<file path="src/rtl/jtframe_rst_seq.sv">
// Power-up / game reset sequencer: filters PLL lock, kicks SDRAM init once per
// lock acquisition, then holds the game in reset for HOLD_CYC cycles.
module jtframe_rst_seq #(
  parameter int LOCK_CYC = 16,
  parameter int HOLD_CYC = 1024
) (
  input  logic       clk,
  input  logic       rst_n,
  input  logic       pll_locked,
  input  logic       sdram_ready,
  input  logic       downloading,
  input  logic       soft_rst,
  output logic       game_rst,
  output logic       sdram_init,
  output logic [1:0] st
);

  localparam int LW = $clog2(LOCK_CYC);
  localparam int HW = $clog2(HOLD_CYC);
  localparam logic [LW-1:0] LOCK_LAST = LW'(LOCK_CYC - 1);
  localparam logic [HW-1:0] HOLD_LOAD = HW'(HOLD_CYC - 1);

  typedef enum logic [1:0] {
    S_LOCK = 2'd0,
    S_INIT = 2'd1,
    S_HOLD = 2'd2,
    S_RUN  = 2'd3
  } state_t;

  state_t        state_q, state_d;
  logic          sync1_q, sync1_d;
  logic          sync2_q, sync2_d;
  logic [LW-1:0] lock_cnt_q, lock_cnt_d;
  logic [HW-1:0] hold_cnt_q, hold_cnt_d;
  logic          game_rst_q, game_rst_d;
  logic          sdram_init_q, sdram_init_d;
  logic          lock;

  always_ff @(posedge clk or negedge rst_n) begin
    if (!rst_n) begin
      state_q      <= S_LOCK;
      sync1_q      <= 1'b0;
      sync2_q      <= 1'b0;
      lock_cnt_q   <= '0;
      hold_cnt_q   <= '0;
      game_rst_q   <= 1'b1;
      sdram_init_q <= 1'b0;
    end else begin
      state_q      <= state_d;
      sync1_q      <= sync1_d;
      sync2_q      <= sync2_d;
      lock_cnt_q   <= lock_cnt_d;
      hold_cnt_q   <= hold_cnt_d;
      game_rst_q   <= game_rst_d;
      sdram_init_q <= sdram_init_d;
    end
  end

  always_comb begin
    sync1_d      = pll_locked;
    sync2_d      = sync1_q;
    lock         = sync2_q;
    state_d      = state_q;
    lock_cnt_d   = lock_cnt_q;
    hold_cnt_d   = hold_cnt_q;
    sdram_init_d = 1'b0;

    // Losing lock beats every other input, whatever the state.
    if (!lock) begin
      state_d    = S_LOCK;
      lock_cnt_d = '0;
    end else begin
      case (state_q)
        S_LOCK: begin
          if (lock_cnt_q == LOCK_LAST) begin
            state_d      = S_INIT;
            lock_cnt_d   = '0;
            sdram_init_d = 1'b1;
          end else begin
            lock_cnt_d = lock_cnt_q + LW'(1);
          end
        end
        S_INIT: begin
          if (sdram_ready) begin
            state_d    = S_HOLD;
            hold_cnt_d = HOLD_LOAD;
          end
        end
        S_HOLD: begin
          if (soft_rst) begin
            hold_cnt_d = HOLD_LOAD;
          end else if (hold_cnt_q == '0) begin
            if (!downloading) state_d = S_RUN;
          end else begin
            hold_cnt_d = hold_cnt_q - HW'(1);
          end
        end
        S_RUN: begin
          if (soft_rst || downloading) begin
            state_d    = S_HOLD;
            hold_cnt_d = HOLD_LOAD;
          end
        end
        default: state_d = S_LOCK;
      endcase
    end

    // Registered from the next state so game_rst tracks st without lag.
    game_rst_d = (state_d != S_RUN);
  end

  assign game_rst   = game_rst_q;
  assign sdram_init = sdram_init_q;
  assign st         = state_q;

endmodule

</file>
<file path="config.mk">
export PLATFORM = sky130hd
export DESIGN_NAME = jtframe_rst_seq
export DESIGN_NICKNAME = d
export VERILOG_FILES = /design/src/rtl/jtframe_rst_seq.sv
export SDC_FILE = /design/constraint.sdc
export NUM_CORES = 1
export LEC_CHECK = 0
export CAP_MARGIN = 10
export CORE_MARGIN = 2
export CORE_UTILIZATION = 55
export DETAILED_ROUTE_END_ITERATION = 10
export HOLD_SLACK_MARGIN = 0.08
export PLACE_DENSITY = 0.77
export SLEW_MARGIN = 40
export SYNTH_ARGS = -nofsm -noshare
export SYNTH_HDL_FRONTEND = slang
export SYNTH_SLANG_ARGS = --single-unit
</file>
<file path="constraint.sdc">
create_clock -name clk -period 2.2 [get_ports clk]
set_input_delay 0.55 -clock clk [delete_from_list [all_inputs] [get_ports clk]]
set_output_delay 0.55 -clock clk [all_outputs]
set_load 0.03 [all_outputs]
</file>
# --- After elaboration in Yosys (flattened, before gate mapping) ---
# Cells that the tools add are included.
word_totals:
  output_inout_bits: 4
  inputBits: 6
  wordCells: 42
  regBits: 20
op_classes:
  eq_ne: 9
  n_reduce_logical: 5
  addsub: 2
  mux: 19
ops:
  columns: ["op", "n"]
  rows:
  - ["two-way mux 10 bit", 4]
  - ["one-hot mux 10 bit (3 select lines)", 1]
  - ["two-way mux 2 bit", 7]
  - ["two-way mux 4 bit", 3]
  - ["logical NOT 10 bit", 1]
  - ["subtractor 10 x 1 -> 10 bit, second input constant", 1]
  - ["one-hot mux 2 bit (4 select lines)", 1]
  - ["!= test 2 bit, second input constant", 3]
  - ["AND reduction 5 bit", 1]
  - ["adder 4 x 1 -> 4 bit, second input constant", 1]
  - ["== test 2 bit, second input constant", 2]
  - ["== test 4 bit, second input constant", 1]
  - ["two-way mux 1 bit", 3]
  - ["!= test 3 bit, second input constant", 1]
  - ["nonzero test 3 bit", 1]
  - ["== test 2 x 1 -> 1 bit, second input constant", 1]
  - ["logical NOT 2 bit", 1]
  - ["!= test 2 x 1 -> 1 bit, second input constant", 1]
  - ["logical OR 1 bit", 1]

# --- Logic depth before layout (Yosys ltp) ---
depth:
  word_depth: 6
  mapped_depth: 7
  ltp_nobuf: 6

# --- Worst setup path before layout ---
# OpenSTA, ideal clock, no wires.
synth_timing:
  path_type: "register to register"
  start: "register state_q[1], in the netlist st[1]"
  end: "register state_q[0], in the netlist st[0]"
  synth_period_minus_slack_ps: 2156
  path_slack_ps: 44
  stages_incl_launch_ff: 8
  arrival_ps: 2089
  n_path_buf: 3
  required_time_ps: 2134
  setup_time_ps: 66
  cell_sequence: "dfrtp_1 -> buf_4 -> or3b_1 -> buf_2 -> or4_4 -> buf_6 -> o211ai_2 -> and3_1"
synth_between:
  elab_chain_cells: 3
  elab_cells_between_ends: 6
  classes_between: "3 x eq/ne; 2 x mux; 1 x reduce/logical"
synth_lines:
  columns: ["element", "line", "text"]
  rows:
  - ["start: declaration", "30", "state_t state_q, state_d;"]
  - ["start signal: assignment", "49", "state_q <= state_d;"]
  - ["== test 2 bit (tied with other cells)", "73", "case (state_q)"]
  - ["one-hot mux 2 bit (4 select lines) (*)", "73", null]
  - ["two-way mux 2 bit (*)", "69", "if (!lock) begin"]
  - ["via state_d[0]", "30", null]
# Mark *: on every way through the listed nets, which the timed path passes. The rest lies on a longest branch.
# A chain may end at the register's enable or synchronous reset.

# --- Final worst setup path ---
layout_timing:
  start: "register state_q[1], in the netlist st[1]"
  end: "output port st[1]"
layout_rtl:
  columns: ["element", "line", "text"]
  rows:
  - ["end: declaration", "15", "output logic [1:0] st"]
# No word-level cell between the ends.

==> results.ini <==
[clock_network]
cts_tree = done
clk_pin_slew_worst_paths_ns = 0.12
cts_hold_buf = 0
cts_setup_buffers = 0
clockBufferDepth = 2
clk_latency_ns = 0.31
clockRootBuffer = clkbuf_4
clock_sinks = 20
ctsHtreeMaxLevel = 1
cts_buffers = 3
cts_resized = 0

[routing]
final_antenna_net_count = 0
first_iter_violations = 19
drc = 0
top_layer = met4
avgViaCountPerCell = 5.89
wl_um = 2130
drtPass1Iterations = 4
route.met2.wl_um = 1010
met1_length_um = 971
routed-via-count = 919
wl_per_cell_um = 13.7
dr_wl_met3_um = 88

[sta]
worst_pin_slew_ns = 0.449
final-setup-viol-count = 0
max_clock_freq_mhz = 481
hold_viol_final = 0
period_share_pct = 94.5
rsz0062_at_grt = false
drv_slew = 0
fin_worst_skew_ns = 0.00757
relSlewSlack_pct = 69.8
finalSetupTns_ns = 0
finalCriticalPeriod_ns = 2.08

[yosys]
synth_area_leader_cell = dfrtp_1
syn_nets = 118
ys_ff_latch = 20
yosysWarningCount = 0
ys_async_sr_fraction_pct = 100
syn-instance-count = 109
yosys.cell_types.count = 38
avgSynthCellArea_um2 = 9.95
synth_seq_area_share_pct = 46.3
netlist.area_leader.share_pct = 43.8
syn_area_um2 = 1080
ys_top_cells_by_area = dfrtp_1 (44%), a21oi_1 (3.7%), a31oi_1 (3.5%)
ys.flop_type = dfrtp_1
synth-edff-count = 0

[power_and_ir_drop]
ir_drop_uv = 472
p_total_uw = 720
p_leak_nw = 0.618
power_density_nw_per_um2 = 549

[finish]
fin_cells = 156
final_common_cell = dfrtp_1
post_route_cells_drive_above_1_share_pct = 17.8
diodes = 0
final_cell_mix = dfrtp_1 (19), buf_4 (11), nor2_1 (9)
fin_nets = 139
area_growth_pct = 20.9

[worst_setup_path]
worstPathMaxFanout = 11
r2r-start = hold_cnt_q[1]
critical-path-top-delay-family = buffers and inverters
arrival_ns = 1.53
cp-start-kind = flop
crit_type = reg -> out
critPathSlowestCell = clkdlybuf4s50_1
crit_chain = clkdlybuf4s50_1
cp-startpoint = st[1]
r2r_setup_slack_ns = 0.14
cpPeakStageDelay_ns = 0.72
cp-end-kind = primary output
required_ns = 1.65
worst-path-buf-inv = 1

[placement]
numPortBuffers = 9
dp_cells = 152
place_hpwl_um = 1590
place_congestion = 0.845

[die]
die_w_um = 48.4
dieArea_um2 = 2340
start_util_pct = 57.0
ios = 10
die_h_um = 48.4
rows = 16
coreArea_um2 = 1900

[min_path]
hp-start = sync1_q
hold_class = reg -> reg

[grt]
antenna_found_initial = 0
grt_max_degree = 13
grt_pass1_wl_um = 3910
grt_pass1_vias = 890
grt_usage_pct = 21.7
overflow = 0

[status]
status = completed

[flow_run]
maxCapViolCount = 0

## final timing paths
check                                end  depth (start not counted)
hold reg to reg                     lock                          0
setup / recovery                   st[1]                          1
setup reg to reg           hold_cnt_q[6]                          6
min in group asynchronous        sync1_q                          1
max in group asynchronous          st[1]                          2
hold / removal                      lock                          0
## cells in the mapped netlist (2+ instances only)
| library cell | n |
|---|---|
| mux2i_1 | 2 |
| nor2_1 | 9 |
| or3_1 | 2 |
| o31ai_1 | 3 |
| or4_1 | 4 |
| nand4_1 | 2 |
| inv_1 | 3 |
| buf_6 | 2 |
| dfrtp_1 | 19 |
| and3_1 | 3 |
| and2_1 | 2 |
| nor3_1 | 5 |
| o21ai_0 | 4 |
| a31oi_1 | 6 |
| a21oi_1 | 8 |
| nand3_1 | 4 |
| nor4_1 | 2 |
| nand2b_1 | 2 |
| nand2_1 | 6 |
| ha_1 | 3 |
## registers in the layout, indices dropped and copies added, names as in the netlist
signal,flops
game_rst,1
hold_cnt_q,10
lock,1
lock_cnt_q,4
sdram_init,1
st,2
sync1_q,1
## through the flow
step                hold slack (ns)  instance area, um2  worst slack (ns)  util (%)
floorplan                     0.254                1080            0.0443         -
global placement              0.342                1260            -0.132      66.1
detailed placement            0.337                1260            -0.195      66.1
CTS                           0.372                1310            0.0706      68.8
global route                  0.381                1310            0.0276      68.9
finish                        0.366                1310             0.120      68.9
## power breakdown
part | leakage (nW) | switching (mW) | internal, mW | total [mW]
logic | 0.321 | 0.0191 | 0.0191 | 0.0383
clock network | 0.0279 | 0.116 | 0.184 | 0.301
registers | 0.269 | 0.00686 | 0.374 | 0.381
total | 0.618 | 0.142 | 0.578 | 0.720
## area by class of cell
class	count	area, um2
Tap cell	27	33.8
Clock buffer	3	22.5
Clock inverter	1	30.0
Multi-Input combinational cell	82	537
Inverter	3	11.3
Sequential cell	20	502
Fill cell	155	591
Timing Repair Buffer	20	175
## per-layer routing
metal  track usage, %  vias to the layer above
met5                0                        -
met4             10.0                        0
met3             7.10                        9
met2             34.0                       17
met1             27.3                      444
li1                 -                      449
## logic make-up after synthesis
| kind of cell | synth area share, % |
|---|---|
| flops | 46.3 |
| mux | 1.85 |
| xor+xnor | 0.808 |
| compound gates | 13.8 |
| buf+inv | 4.27 |
| simple gates | 29.5 |
| fa+ha+maj | 3.46 |
No activity file was read; power rests on OpenSTA's default activity.
